File: config.mk
export PLATFORM = sky130hd
export DESIGN_NAME = ctrl_pipe_unit_flat
export DESIGN_NICKNAME = d
export VERILOG_FILES = /design/src/rtl/ctrl_pkg.sv /design/src/rtl/ctrl_pipe_unit_if.sv /design/src/rtl/ctrl_decode.sv /design/src/rtl/ctrl_pipe_unit.sv /design/src/flat_wrapper.sv
export SDC_FILE = /design/constraint.sdc
export NUM_CORES = 1
export LEC_CHECK = 0
export ABC_CLOCK_PERIOD_IN_PS = 2500
export CAP_MARGIN = 5
export CORE_ASPECT_RATIO = 0.8
export CORE_MARGIN = 2
export CORE_UTILIZATION = 24
export CTS_CLUSTER_SIZE = 40
export DETAILED_ROUTE_END_ITERATION = 10
export GPL_TIMING_DRIVEN = 1
export PLACE_DENSITY_LB_ADDON = 0.08
export SYNTH_ARGS = -nofsm -noshare
export SYNTH_HDL_FRONTEND = slang
export SYNTH_SLANG_ARGS = --single-unit
File: constraint.sdc
create_clock -name clk -period 2.5 [get_ports clk]
set_input_delay 0.625 -clock clk [delete_from_list [all_inputs] [get_ports clk]]
set_output_delay 0.625 -clock clk [all_outputs]
set_load 0.02 [all_outputs]
File: src/rtl/ctrl_pkg.sv
// rtl/ctrl_pkg.sv - opcode/func constants, ALU op codes, bundle layout and decode types
package ctrl_pkg;

    localparam int ALU_BASE_W = 4;
    localparam int EX_FLAGS_W = 7;
    localparam int MEM_W      = 3;
    localparam int WB_W       = 3;

    // Bit offsets inside ex_ctrl (alu_op occupies the bits from EX_ALU_OP_LSB upward)
    localparam int EX_BLEZ       = 0;
    localparam int EX_BNE        = 1;
    localparam int EX_BEQ        = 2;
    localparam int EX_SIGNED_EXT = 3;
    localparam int EX_REG_DST    = 4;
    localparam int EX_SHAMT_SEL  = 5;
    localparam int EX_ALU_SRC_B  = 6;
    localparam int EX_ALU_OP_LSB = 7;

    localparam int MEM_LBU    = 0;
    localparam int MEM_TO_REG = 1;
    localparam int MEM_WRITE  = 2;

    localparam int WB_SYSCALL   = 0;
    localparam int WB_JAL       = 1;
    localparam int WB_REG_WRITE = 2;

    localparam logic [5:0] OP_RTYPE = 6'h00;
    localparam logic [5:0] OP_J     = 6'h02;
    localparam logic [5:0] OP_JAL   = 6'h03;
    localparam logic [5:0] OP_BEQ   = 6'h04;
    localparam logic [5:0] OP_BNE   = 6'h05;
    localparam logic [5:0] OP_BLEZ  = 6'h06;
    localparam logic [5:0] OP_ADDI  = 6'h08;
    localparam logic [5:0] OP_ADDIU = 6'h09;
    localparam logic [5:0] OP_SLTI  = 6'h0a;
    localparam logic [5:0] OP_SLTIU = 6'h0b;
    localparam logic [5:0] OP_ANDI  = 6'h0c;
    localparam logic [5:0] OP_ORI   = 6'h0d;
    localparam logic [5:0] OP_XORI  = 6'h0e;
    localparam logic [5:0] OP_LUI   = 6'h0f;
    localparam logic [5:0] OP_LW    = 6'h23;
    localparam logic [5:0] OP_LBU   = 6'h24;
    localparam logic [5:0] OP_SW    = 6'h2b;

    localparam logic [5:0] FN_SLL     = 6'h00;
    localparam logic [5:0] FN_SRL     = 6'h02;
    localparam logic [5:0] FN_SRA     = 6'h03;
    localparam logic [5:0] FN_SRLV    = 6'h06;
    localparam logic [5:0] FN_JR      = 6'h08;
    localparam logic [5:0] FN_SYSCALL = 6'h0c;
    localparam logic [5:0] FN_ADD     = 6'h20;
    localparam logic [5:0] FN_ADDU    = 6'h21;
    localparam logic [5:0] FN_SUB     = 6'h22;
    localparam logic [5:0] FN_SUBU    = 6'h23;
    localparam logic [5:0] FN_AND     = 6'h24;
    localparam logic [5:0] FN_OR      = 6'h25;
    localparam logic [5:0] FN_XOR     = 6'h26;
    localparam logic [5:0] FN_NOR     = 6'h27;
    localparam logic [5:0] FN_SLT     = 6'h2a;
    localparam logic [5:0] FN_SLTU    = 6'h2b;

    localparam logic [3:0] ALU_ADD  = 4'd0;
    localparam logic [3:0] ALU_SUB  = 4'd1;
    localparam logic [3:0] ALU_AND  = 4'd2;
    localparam logic [3:0] ALU_OR   = 4'd3;
    localparam logic [3:0] ALU_XOR  = 4'd4;
    localparam logic [3:0] ALU_NOR  = 4'd5;
    localparam logic [3:0] ALU_SLT  = 4'd6;
    localparam logic [3:0] ALU_SLTU = 4'd7;
    localparam logic [3:0] ALU_SLL  = 4'd8;
    localparam logic [3:0] ALU_SRL  = 4'd9;
    localparam logic [3:0] ALU_SRA  = 4'd10;
    localparam logic [3:0] ALU_LUI  = 4'd11;

    // shamt_sel=1 takes the shift amount from rs instead of the shamt field
    typedef struct packed {
        logic [ALU_BASE_W-1:0] alu_op;
        logic alu_src_b;
        logic shamt_sel;
        logic reg_dst;
        logic signed_ext;
        logic beq;
        logic bne;
        logic blez;
        logic mem_write;
        logic mem_to_reg;
        logic lbu;
        logic reg_write;
        logic jal;
        logic syscall;
        logic jmp;
        logic jr;
        logic uses_rt;
        logic legal;
    } dec_t;

    typedef enum logic [1:0] {
        ST_RUN   = 2'd0,
        ST_DRAIN = 2'd1,
        ST_HALT  = 2'd2
    } state_t;

endpackage

File: src/rtl/ctrl_pipe_unit_if.sv
// rtl/ctrl_pipe_unit_if.sv - ID-stage inputs and per-stage control outputs of ctrl_pipe_unit
interface ctrl_pipe_unit_if #(
    parameter int ALU_OP_W = 4
);
    logic [31:0]         instr;
    logic                instr_valid;
    logic                stall;
    logic                flush;
    logic [31:0]         v0_val;
    logic [ALU_OP_W+6:0] ex_ctrl;
    logic [2:0]          mem_ctrl;
    logic [2:0]          wb_ctrl;
    logic [4:0]          ex_dst;
    logic [4:0]          mem_dst;
    logic [4:0]          wb_dst;
    logic                id_jmp;
    logic                id_jr;
    logic                id_jal;
    logic                load_use_stall;
    logic                illegal_instr;
    logic                halted;

    modport master (
        output instr, instr_valid, stall, flush, v0_val,
        input  ex_ctrl, mem_ctrl, wb_ctrl, ex_dst, mem_dst, wb_dst,
        input  id_jmp, id_jr, id_jal, load_use_stall, illegal_instr, halted
    );

    modport slave (
        input  instr, instr_valid, stall, flush, v0_val,
        output ex_ctrl, mem_ctrl, wb_ctrl, ex_dst, mem_dst, wb_dst,
        output id_jmp, id_jr, id_jal, load_use_stall, illegal_instr, halted
    );
endinterface

File: src/rtl/ctrl_decode.sv
// rtl/ctrl_decode.sv - pure opcode/func decode; SRLV, XOR, LBU, BLEZ only with CTRL_EXT_EN
module ctrl_decode
    import ctrl_pkg::*;
(
    input  logic [5:0] op,
    input  logic [5:0] fn,
    output dec_t       dec
);

    always_comb begin
        dec = '0;
        case (op)
            OP_RTYPE: begin
                dec.legal     = 1'b1;
                dec.reg_dst   = 1'b1;
                dec.reg_write = 1'b1;
                dec.uses_rt   = 1'b1;
                case (fn)
                    FN_SLL:          dec.alu_op = ALU_SLL;
                    FN_SRL:          dec.alu_op = ALU_SRL;
                    FN_SRA:          dec.alu_op = ALU_SRA;
                    FN_ADD, FN_ADDU: dec.alu_op = ALU_ADD;
                    FN_SUB, FN_SUBU: dec.alu_op = ALU_SUB;
                    FN_AND:          dec.alu_op = ALU_AND;
                    FN_OR:           dec.alu_op = ALU_OR;
                    FN_NOR:          dec.alu_op = ALU_NOR;
                    FN_SLT:          dec.alu_op = ALU_SLT;
                    FN_SLTU:         dec.alu_op = ALU_SLTU;
                    FN_JR: begin
                        dec.reg_dst   = 1'b0;
                        dec.reg_write = 1'b0;
                        dec.uses_rt   = 1'b0;
                        dec.jr        = 1'b1;
                    end
                    FN_SYSCALL: begin
                        dec.reg_dst   = 1'b0;
                        dec.reg_write = 1'b0;
                        dec.uses_rt   = 1'b0;
                        dec.syscall   = 1'b1;
                    end
`ifdef CTRL_EXT_EN
                    FN_SRLV: begin
                        dec.alu_op    = ALU_SRL;
                        dec.shamt_sel = 1'b1;
                    end
                    FN_XOR:          dec.alu_op = ALU_XOR;
`endif
                    default:         dec = '0;
                endcase
            end
            OP_J: begin
                dec.legal = 1'b1;
                dec.jmp   = 1'b1;
            end
            OP_JAL: begin
                dec.legal     = 1'b1;
                dec.jmp       = 1'b1;
                dec.jal       = 1'b1;
                dec.reg_write = 1'b1;
            end
            OP_BEQ, OP_BNE: begin
                dec.legal   = 1'b1;
                dec.alu_op  = ALU_SUB;
                dec.uses_rt = 1'b1;
                dec.beq     = (op == OP_BEQ);
                dec.bne     = (op == OP_BNE);
            end
            OP_ADDI, OP_ADDIU, OP_SLTI, OP_SLTIU: begin
                dec.legal      = 1'b1;
                dec.alu_src_b  = 1'b1;
                dec.signed_ext = 1'b1;
                dec.reg_write  = 1'b1;
                dec.alu_op     = (op == OP_SLTI)  ? ALU_SLT  :
                                 (op == OP_SLTIU) ? ALU_SLTU : ALU_ADD;
            end
            OP_ANDI, OP_ORI, OP_XORI, OP_LUI: begin
                dec.legal     = 1'b1;
                dec.alu_src_b = 1'b1;
                dec.reg_write = 1'b1;
                dec.alu_op    = (op == OP_ANDI) ? ALU_AND :
                                (op == OP_ORI)  ? ALU_OR  :
                                (op == OP_XORI) ? ALU_XOR : ALU_LUI;
            end
            OP_LW: begin
                dec.legal      = 1'b1;
                dec.alu_src_b  = 1'b1;
                dec.signed_ext = 1'b1;
                dec.mem_to_reg = 1'b1;
                dec.reg_write  = 1'b1;
            end
            OP_SW: begin
                dec.legal      = 1'b1;
                dec.alu_src_b  = 1'b1;
                dec.signed_ext = 1'b1;
                dec.mem_write  = 1'b1;
                dec.uses_rt    = 1'b1;
            end
`ifdef CTRL_EXT_EN
            OP_BLEZ: begin
                dec.legal  = 1'b1;
                dec.alu_op = ALU_SUB;
                dec.blez   = 1'b1;
            end
            OP_LBU: begin
                dec.legal      = 1'b1;
                dec.alu_src_b  = 1'b1;
                dec.signed_ext = 1'b1;
                dec.mem_to_reg = 1'b1;
                dec.lbu        = 1'b1;
                dec.reg_write  = 1'b1;
            end
`endif
            default: dec = '0;
        endcase
    end

endmodule

File: src/rtl/ctrl_pipe_unit.sv
// rtl/ctrl_pipe_unit.sv - EX/MEM/WB control pipeline, load-use hazard and SYSCALL halt FSM
// Optional SRLV/XOR/LBU/BLEZ decode is enabled by defining CTRL_EXT_EN.
module ctrl_pipe_unit
    import ctrl_pkg::*;
#(
    parameter int          ALU_OP_W     = 4,
    parameter logic [31:0] HALT_CODE    = 32'd10,
    parameter int          DRAIN_CYCLES = 3
) (
    input logic             clk,
    input logic             rst_n,
    ctrl_pipe_unit_if.slave bus
);

    localparam int EX_W  = ALU_OP_W + EX_FLAGS_W;
    localparam int CNT_W = (DRAIN_CYCLES > 1) ? $clog2(DRAIN_CYCLES) : 1;

    dec_t dec;
    state_t state_q, state_d;
    logic [CNT_W-1:0] cnt_q, cnt_d;
    logic [EX_W-1:0]  ex_ctrl_q, ex_ctrl_d;
    logic [MEM_W-1:0] ex_mem_q, ex_mem_d, mem_ctrl_q, mem_ctrl_d;
    logic [WB_W-1:0]  ex_wb_q, ex_wb_d, mem_wb_q, mem_wb_d, wb_ctrl_q, wb_ctrl_d;
    logic [4:0]       ex_dst_q, ex_dst_d, mem_dst_q, mem_dst_d, wb_dst_q, wb_dst_d;
    logic [4:0]       rs, rt, rd, id_dst;
    logic             id_live, in_run, load_use, issue;

    ctrl_decode u_decode (
        .op  (bus.instr[31:26]),
        .fn  (bus.instr[5:0]),
        .dec (dec)
    );

    always_comb begin
        rs      = bus.instr[25:21];
        rt      = bus.instr[20:16];
        rd      = bus.instr[15:11];
        id_live = bus.instr_valid & ~bus.flush;
        in_run  = (state_q == ST_RUN);
        // Only a load sitting in EX can still hurt: its data is not forwardable until WB.
        load_use = id_live && ex_mem_q[MEM_TO_REG] && (ex_dst_q != 5'd0) &&
                   ((ex_dst_q == rs) || (dec.uses_rt && (ex_dst_q == rt)));
        issue   = id_live & ~load_use & dec.legal & in_run;
        id_dst  = 5'd0;
        if (dec.reg_write) begin
            id_dst = dec.jal ? 5'd31 : (dec.reg_dst ? rd : rt);
        end
    end

    always_comb begin
        ex_ctrl_d  = ex_ctrl_q;
        ex_mem_d   = ex_mem_q;
        ex_wb_d    = ex_wb_q;
        ex_dst_d   = ex_dst_q;
        mem_ctrl_d = mem_ctrl_q;
        mem_wb_d   = mem_wb_q;
        mem_dst_d  = mem_dst_q;
        wb_ctrl_d  = wb_ctrl_q;
        wb_dst_d   = wb_dst_q;
        if (!bus.stall) begin
            ex_ctrl_d = '0;
            ex_mem_d  = '0;
            ex_wb_d   = '0;
            ex_dst_d  = '0;
            if (issue) begin
                ex_ctrl_d = {ALU_OP_W'(dec.alu_op), dec.alu_src_b, dec.shamt_sel, dec.reg_dst,
                             dec.signed_ext, dec.beq, dec.bne, dec.blez};
                ex_mem_d  = {dec.mem_write, dec.mem_to_reg, dec.lbu};
                ex_wb_d   = {dec.reg_write, dec.jal, dec.syscall};
                ex_dst_d  = id_dst;
            end
            mem_ctrl_d = ex_mem_q;
            mem_wb_d   = ex_wb_q;
            mem_dst_d  = ex_dst_q;
            wb_ctrl_d  = mem_wb_q;
            wb_dst_d   = mem_dst_q;
        end
    end

    always_comb begin
        state_d = state_q;
        cnt_d   = cnt_q;
        if (!bus.stall) begin
            case (state_q)
                ST_RUN: begin
                    if (issue && dec.syscall && (bus.v0_val == HALT_CODE)) begin
                        state_d = ST_DRAIN;
                        cnt_d   = '0;
                    end
                end
                ST_DRAIN: begin
                    if (cnt_q == CNT_W'(DRAIN_CYCLES - 1)) begin
                        state_d = ST_HALT;
                        cnt_d   = '0;
                    end else begin
                        cnt_d = cnt_q + 1'b1;
                    end
                end
                ST_HALT: state_d = ST_HALT;
                default: state_d = ST_RUN;
            endcase
        end
    end

    always_ff @(posedge clk) begin
        if (!rst_n) begin
            state_q    <= ST_RUN;
            cnt_q      <= '0;
            ex_ctrl_q  <= '0;
            ex_mem_q   <= '0;
            ex_wb_q    <= '0;
            ex_dst_q   <= '0;
            mem_ctrl_q <= '0;
            mem_wb_q   <= '0;
            mem_dst_q  <= '0;
            wb_ctrl_q  <= '0;
            wb_dst_q   <= '0;
        end else begin
            state_q    <= state_d;
            cnt_q      <= cnt_d;
            ex_ctrl_q  <= ex_ctrl_d;
            ex_mem_q   <= ex_mem_d;
            ex_wb_q    <= ex_wb_d;
            ex_dst_q   <= ex_dst_d;
            mem_ctrl_q <= mem_ctrl_d;
            mem_wb_q   <= mem_wb_d;
            mem_dst_q  <= mem_dst_d;
            wb_ctrl_q  <= wb_ctrl_d;
            wb_dst_q   <= wb_dst_d;
        end
    end

    assign bus.ex_ctrl        = ex_ctrl_q;
    assign bus.mem_ctrl       = mem_ctrl_q;
    assign bus.wb_ctrl        = wb_ctrl_q;
    assign bus.ex_dst         = ex_dst_q;
    assign bus.mem_dst        = mem_dst_q;
    assign bus.wb_dst         = wb_dst_q;
    assign bus.id_jmp         = issue & dec.jmp;
    assign bus.id_jr          = issue & dec.jr;
    assign bus.id_jal         = issue & dec.jal;
    assign bus.load_use_stall = load_use;
    assign bus.illegal_instr  = id_live & ~dec.legal;
    assign bus.halted         = (state_q == ST_HALT);

endmodule

File: src/flat_wrapper.sv
// flat-port wrapper written by rule: the top's interface ports become plain ports
module ctrl_pipe_unit_flat import ctrl_pkg::*;
#(
    parameter int          ALU_OP_W     = 4,
    parameter logic [31:0] HALT_CODE    = 32'd10,
    parameter int          DRAIN_CYCLES = 3
)
  (clk, rst_n, bus_instr, bus_instr_valid, bus_stall, bus_flush, bus_v0_val, bus_ex_ctrl, bus_mem_ctrl, bus_wb_ctrl, bus_ex_dst, bus_mem_dst, bus_wb_dst, bus_id_jmp, bus_id_jr, bus_id_jal, bus_load_use_stall, bus_illegal_instr, bus_halted);
  ctrl_pipe_unit_if #(.ALU_OP_W(ALU_OP_W)) bus_i ();
  input logic clk;
  input logic rst_n;
  input wire logic [$bits(bus_i.instr)-1:0] bus_instr;
  input wire logic [$bits(bus_i.instr_valid)-1:0] bus_instr_valid;
  input wire logic [$bits(bus_i.stall)-1:0] bus_stall;
  input wire logic [$bits(bus_i.flush)-1:0] bus_flush;
  input wire logic [$bits(bus_i.v0_val)-1:0] bus_v0_val;
  output wire logic [$bits(bus_i.ex_ctrl)-1:0] bus_ex_ctrl;
  output wire logic [$bits(bus_i.mem_ctrl)-1:0] bus_mem_ctrl;
  output wire logic [$bits(bus_i.wb_ctrl)-1:0] bus_wb_ctrl;
  output wire logic [$bits(bus_i.ex_dst)-1:0] bus_ex_dst;
  output wire logic [$bits(bus_i.mem_dst)-1:0] bus_mem_dst;
  output wire logic [$bits(bus_i.wb_dst)-1:0] bus_wb_dst;
  output wire logic [$bits(bus_i.id_jmp)-1:0] bus_id_jmp;
  output wire logic [$bits(bus_i.id_jr)-1:0] bus_id_jr;
  output wire logic [$bits(bus_i.id_jal)-1:0] bus_id_jal;
  output wire logic [$bits(bus_i.load_use_stall)-1:0] bus_load_use_stall;
  output wire logic [$bits(bus_i.illegal_instr)-1:0] bus_illegal_instr;
  output wire logic [$bits(bus_i.halted)-1:0] bus_halted;
  assign bus_i.instr = bus_instr;
  assign bus_i.instr_valid = bus_instr_valid;
  assign bus_i.stall = bus_stall;
  assign bus_i.flush = bus_flush;
  assign bus_i.v0_val = bus_v0_val;
  assign bus_ex_ctrl = bus_i.ex_ctrl;
  assign bus_mem_ctrl = bus_i.mem_ctrl;
  assign bus_wb_ctrl = bus_i.wb_ctrl;
  assign bus_ex_dst = bus_i.ex_dst;
  assign bus_mem_dst = bus_i.mem_dst;
  assign bus_wb_dst = bus_i.wb_dst;
  assign bus_id_jmp = bus_i.id_jmp;
  assign bus_id_jr = bus_i.id_jr;
  assign bus_id_jal = bus_i.id_jal;
  assign bus_load_use_stall = bus_i.load_use_stall;
  assign bus_illegal_instr = bus_i.illegal_instr;
  assign bus_halted = bus_i.halted;
  ctrl_pipe_unit #(.ALU_OP_W(ALU_OP_W), .HALT_CODE(HALT_CODE), .DRAIN_CYCLES(DRAIN_CYCLES)) u_core (.clk(clk), .rst_n(rst_n), .bus(bus_i));
endmodule
==> run metrics <==
status finished, violations left; failing checks negative setup slack; Setup-failing EPs final 21; met1 usage 0.225; critical path type register to primary output; r2r setup slk -0.47 ns; Root Driver clkbuf_16; CTS tree built; worst min path class register to register; largest net degree at the start of global routing 30; Hold Path Depth 2; Max Fanout on Critical Path 3; Hold Crit Start u_core.ex_wb_q[1]; P_sw 0.000403 W; post-synthesis async set-or-reset flop share 0; Power Dens Cells 386 nW/µm²; Die Span Y 93.9 µm; total core area 9730 µm²; RSZ-0062 raised after global routing yes; gr usage total 0.155; Seq pwr share 0.383; most frequent cells in the layout clkdlybuf4s50_1, buf_4, dfxtp_1; Max-slew headroom 0.571; Reg2Reg Depth 16; number of global-route vias before repair 2640; Area after DPL 4000 µm²; met3 global-route usage 0.0335; layout cells sized above 1 0.298; first-pass GRT wire length 13500 µm; Mapped Cells 288; IO Count 107; clk sink count 41; max-slew violation count 0; met2 usage 0.241; max-cap check violation count 0; drt initial violations 73; maximum clock rate 332 MHz; Netlist Area Pre-Place 2420 µm²; RR Startpoint u_core.bus.ex_dst[4]; Post-synth EDFFs 0; Worst-path clk slew 0.06 ns; routed vias/inst 4.51; Detail Placement HPWL 6220 µm; Net Sw Frac 0.236; CTS max path bufs 2; Startpoint Class register; DRT antenna net count 0; total wire length 8110 µm; ys flop type dfxtp_1; total power 0.00171 W; final hold viol count 0; syn avg cell area 8.42 µm²; Netlist cell types 48; initial antenna violation count 0; GRT Residual Overflow 0; Reg2Reg Capture Point u_core.bus.ex_ctrl[8]; Final Wtd Congestion 0.809; PnR worst setup slack -0.510 ns; hold endpoint u_core.ex_wb_q[1]; DIE AREA 10900 µm²; CTS Hold Bufs 0; Internal Power 0.00131 W; Initial Util 0.249; CTS H-tree lvls 2; Crit. End Element primary output; CP arrival 2.38 ns; fin nets 521; DRC errors left 0; Port Buffers 98; std cell rows 32; Area growth syn-to-layout 82.6%; min Tclk post-route 3.01 ns; Seq/Total Area, Yosys 0.338; GR peak layer met2; Worst-Margin Slew 0.643 ns; Final Cycle Share 1.20; clock network power share 0.434; worst path required time 1.88 ns; commonest non-fill, non-tap cell in the layout clkdlybuf4s50_1; area of all placed cells without fillers 4430 µm²; Yosys reg bits 41; Syn. warnings 0; Lkg Pwr 1.79 nW; Pre-antenna DRT Iters 4; die width 116 µm; post-DR wirelength/cell 13.9 µm; clk_lat worst skew 0.28 ns; Worst Skew 0.00155 ns; Gate power share 0.183; Inserted Clock Buffers 5; vias post-DR 2636; VDD IR max 0.331 mV; # diodes 0
[layer usage]
metal,vias to the layer above,part of all wire
met3,2,0.042
li1,1364,-
met4,0,0.0031
met5,-,0
met1,1226,0.50
met2,44,0.46
[critical path, cell delays in order, from the launching register on]
cell	delay [ns]
dfxtp_2	0.32
or4_4	0.53
o21a_1	0.21
buf_4	0.15
nand2_4	0.07
a311oi_4	0.05
or3_4	0.44
nor3b_4	0.19
buf_6	0.14
[synth_stat cells (3+ instances only)]
| cell type | n | area, µm² |
|---|---|---|
| xor2_1 | 5 | 43.8 |
| nand4_1 | 4 | 25.0 |
| nand4b_1 | 3 | 26.3 |
| nor4_1 | 5 | 31.3 |
| nor2_1 | 19 | 71.3 |
| ha_1 | 4 | 50.1 |
| buf_4 | 3 | 22.5 |
| nor4b_1 | 3 | 26.3 |
| nand2b_1 | 5 | 31.3 |
| a22o_1 | 10 | 87.6 |
| xnor2_1 | 5 | 43.8 |
| clkbuf_1 | 15 | 56.3 |
| o21ai_1 | 4 | 20.0 |
| or3_1 | 5 | 31.3 |
| dfxtp_1 | 41 | 821 |
| nor3_1 | 14 | 70.1 |
| nand2_1 | 19 | 71.3 |
| o21a_1 | 3 | 22.5 |
| a32o_1 | 8 | 80.1 |
| nand3_1 | 8 | 40.0 |
| mux2i_1 | 23 | 230 |
| or4_1 | 4 | 30.0 |
| nor2b_1 | 23 | 144 |
| inv_1 | 8 | 30.0 |
| a21oi_1 | 10 | 50.1 |
| o21ai_0 | 9 | 45.0 |
[through the flow]
step           setup slack (ns)  TNS, ns   util  cells  hold slack [ns]
2_1_floorplan            -0.156   -0.401      -    290            0.439
5_1_grt                  -0.630   -11.00  0.455    585            0.488
3_5_place_dp              -1.25   -13.71  0.411    559            0.460
4_1_cts                  -0.526    -8.96  0.452    586            0.480
6_report                 -0.510    -8.70  0.455    585            0.478
3_3_place_gp              -1.21   -13.07  0.411    559            0.457
[sequential cells by signal, indices dropped and copies added (netlist names)]
name and flops:
u_core.bus.ex_dst 5, u_core.ex_wb_q 3, u_core.mem_wb_q 3, u_core.bus.mem_dst 5
u_core.cnt_q 2, u_core.bus.wb_ctrl 3, u_core.state_q 2, u_core.ex_mem_q 2
u_core.bus.wb_dst 5, u_core.bus.ex_ctrl 9, u_core.bus.mem_ctrl 2
[layout make-up]
cell class,instances,area (µm²)
tap,136,170
multi-input combinational,219,1650
sequential,41,825
timing repair buffer,173,1580
clock inverter,3,46.3
clock buffer,5,125
inverter,8,30.0
fill,980,5300
[worst max-delay path by stage]
stage,from,to,slack [ns]
6_report,u_core.bus.ex_dst[4],bus_id_jmp,-0.51
5_1_grt,u_core.bus.ex_dst[4],bus_id_jmp,-0.63
4_1_cts,u_core.bus.ex_dst[4],bus_id_jmp,-0.53
3_5_place_dp,bus_instr[5],bus_id_jmp,-1.25
3_3_place_gp,bus_instr[5],bus_id_jmp,-1.21
2_1_floorplan,bus_instr[4],bus_id_jmp,-0.16
[timing repair]
| item | in CTS | in global routing |
|---|---|---|
| setup endpoints to repair | 21 | 22 |
| gates resized for setup | 95 | 15 |
| gates cloned | 1 | 0 |
| endpoints found under the hold margin | 0 | 0 |
| setup buffers | 18 | 6 |
| pin swaps | 22 | 9 |
[power by group through the flow]
stage	sequential [W]	clock, W	combinational (W)
after detailed placement	0.000669	0	0.000298
after floorplan	0.000669	0	0.000120
after CTS	0.000654	0.000755	0.000310
after global placement	0.000669	0	0.000297
after global routing	0.000654	0.000792	0.000339
final	0.000654	0.000742	0.000312
[cells by family (layout without fill, tap and decap cells)]
family | Yosys count | in the layout | synth area share
XOR/XNOR | 10 | 10 | 0.0361
multiplexers | 23 | 23 | 0.0949
flip-flops | 41 | 41 | 0.338
buffers and inverters | 30 | 189 | 0.0547
other | 1 | 3 | 0.00155
AO/OA/AOI/OAI | 57 | 57 | 0.170
adder cells (fa/ha/maj) | 4 | 4 | 0.0206
AND/OR/NAND/NOR | 122 | 122 | 0.284
No activity file was read; power rests on OpenSTA's default activity.
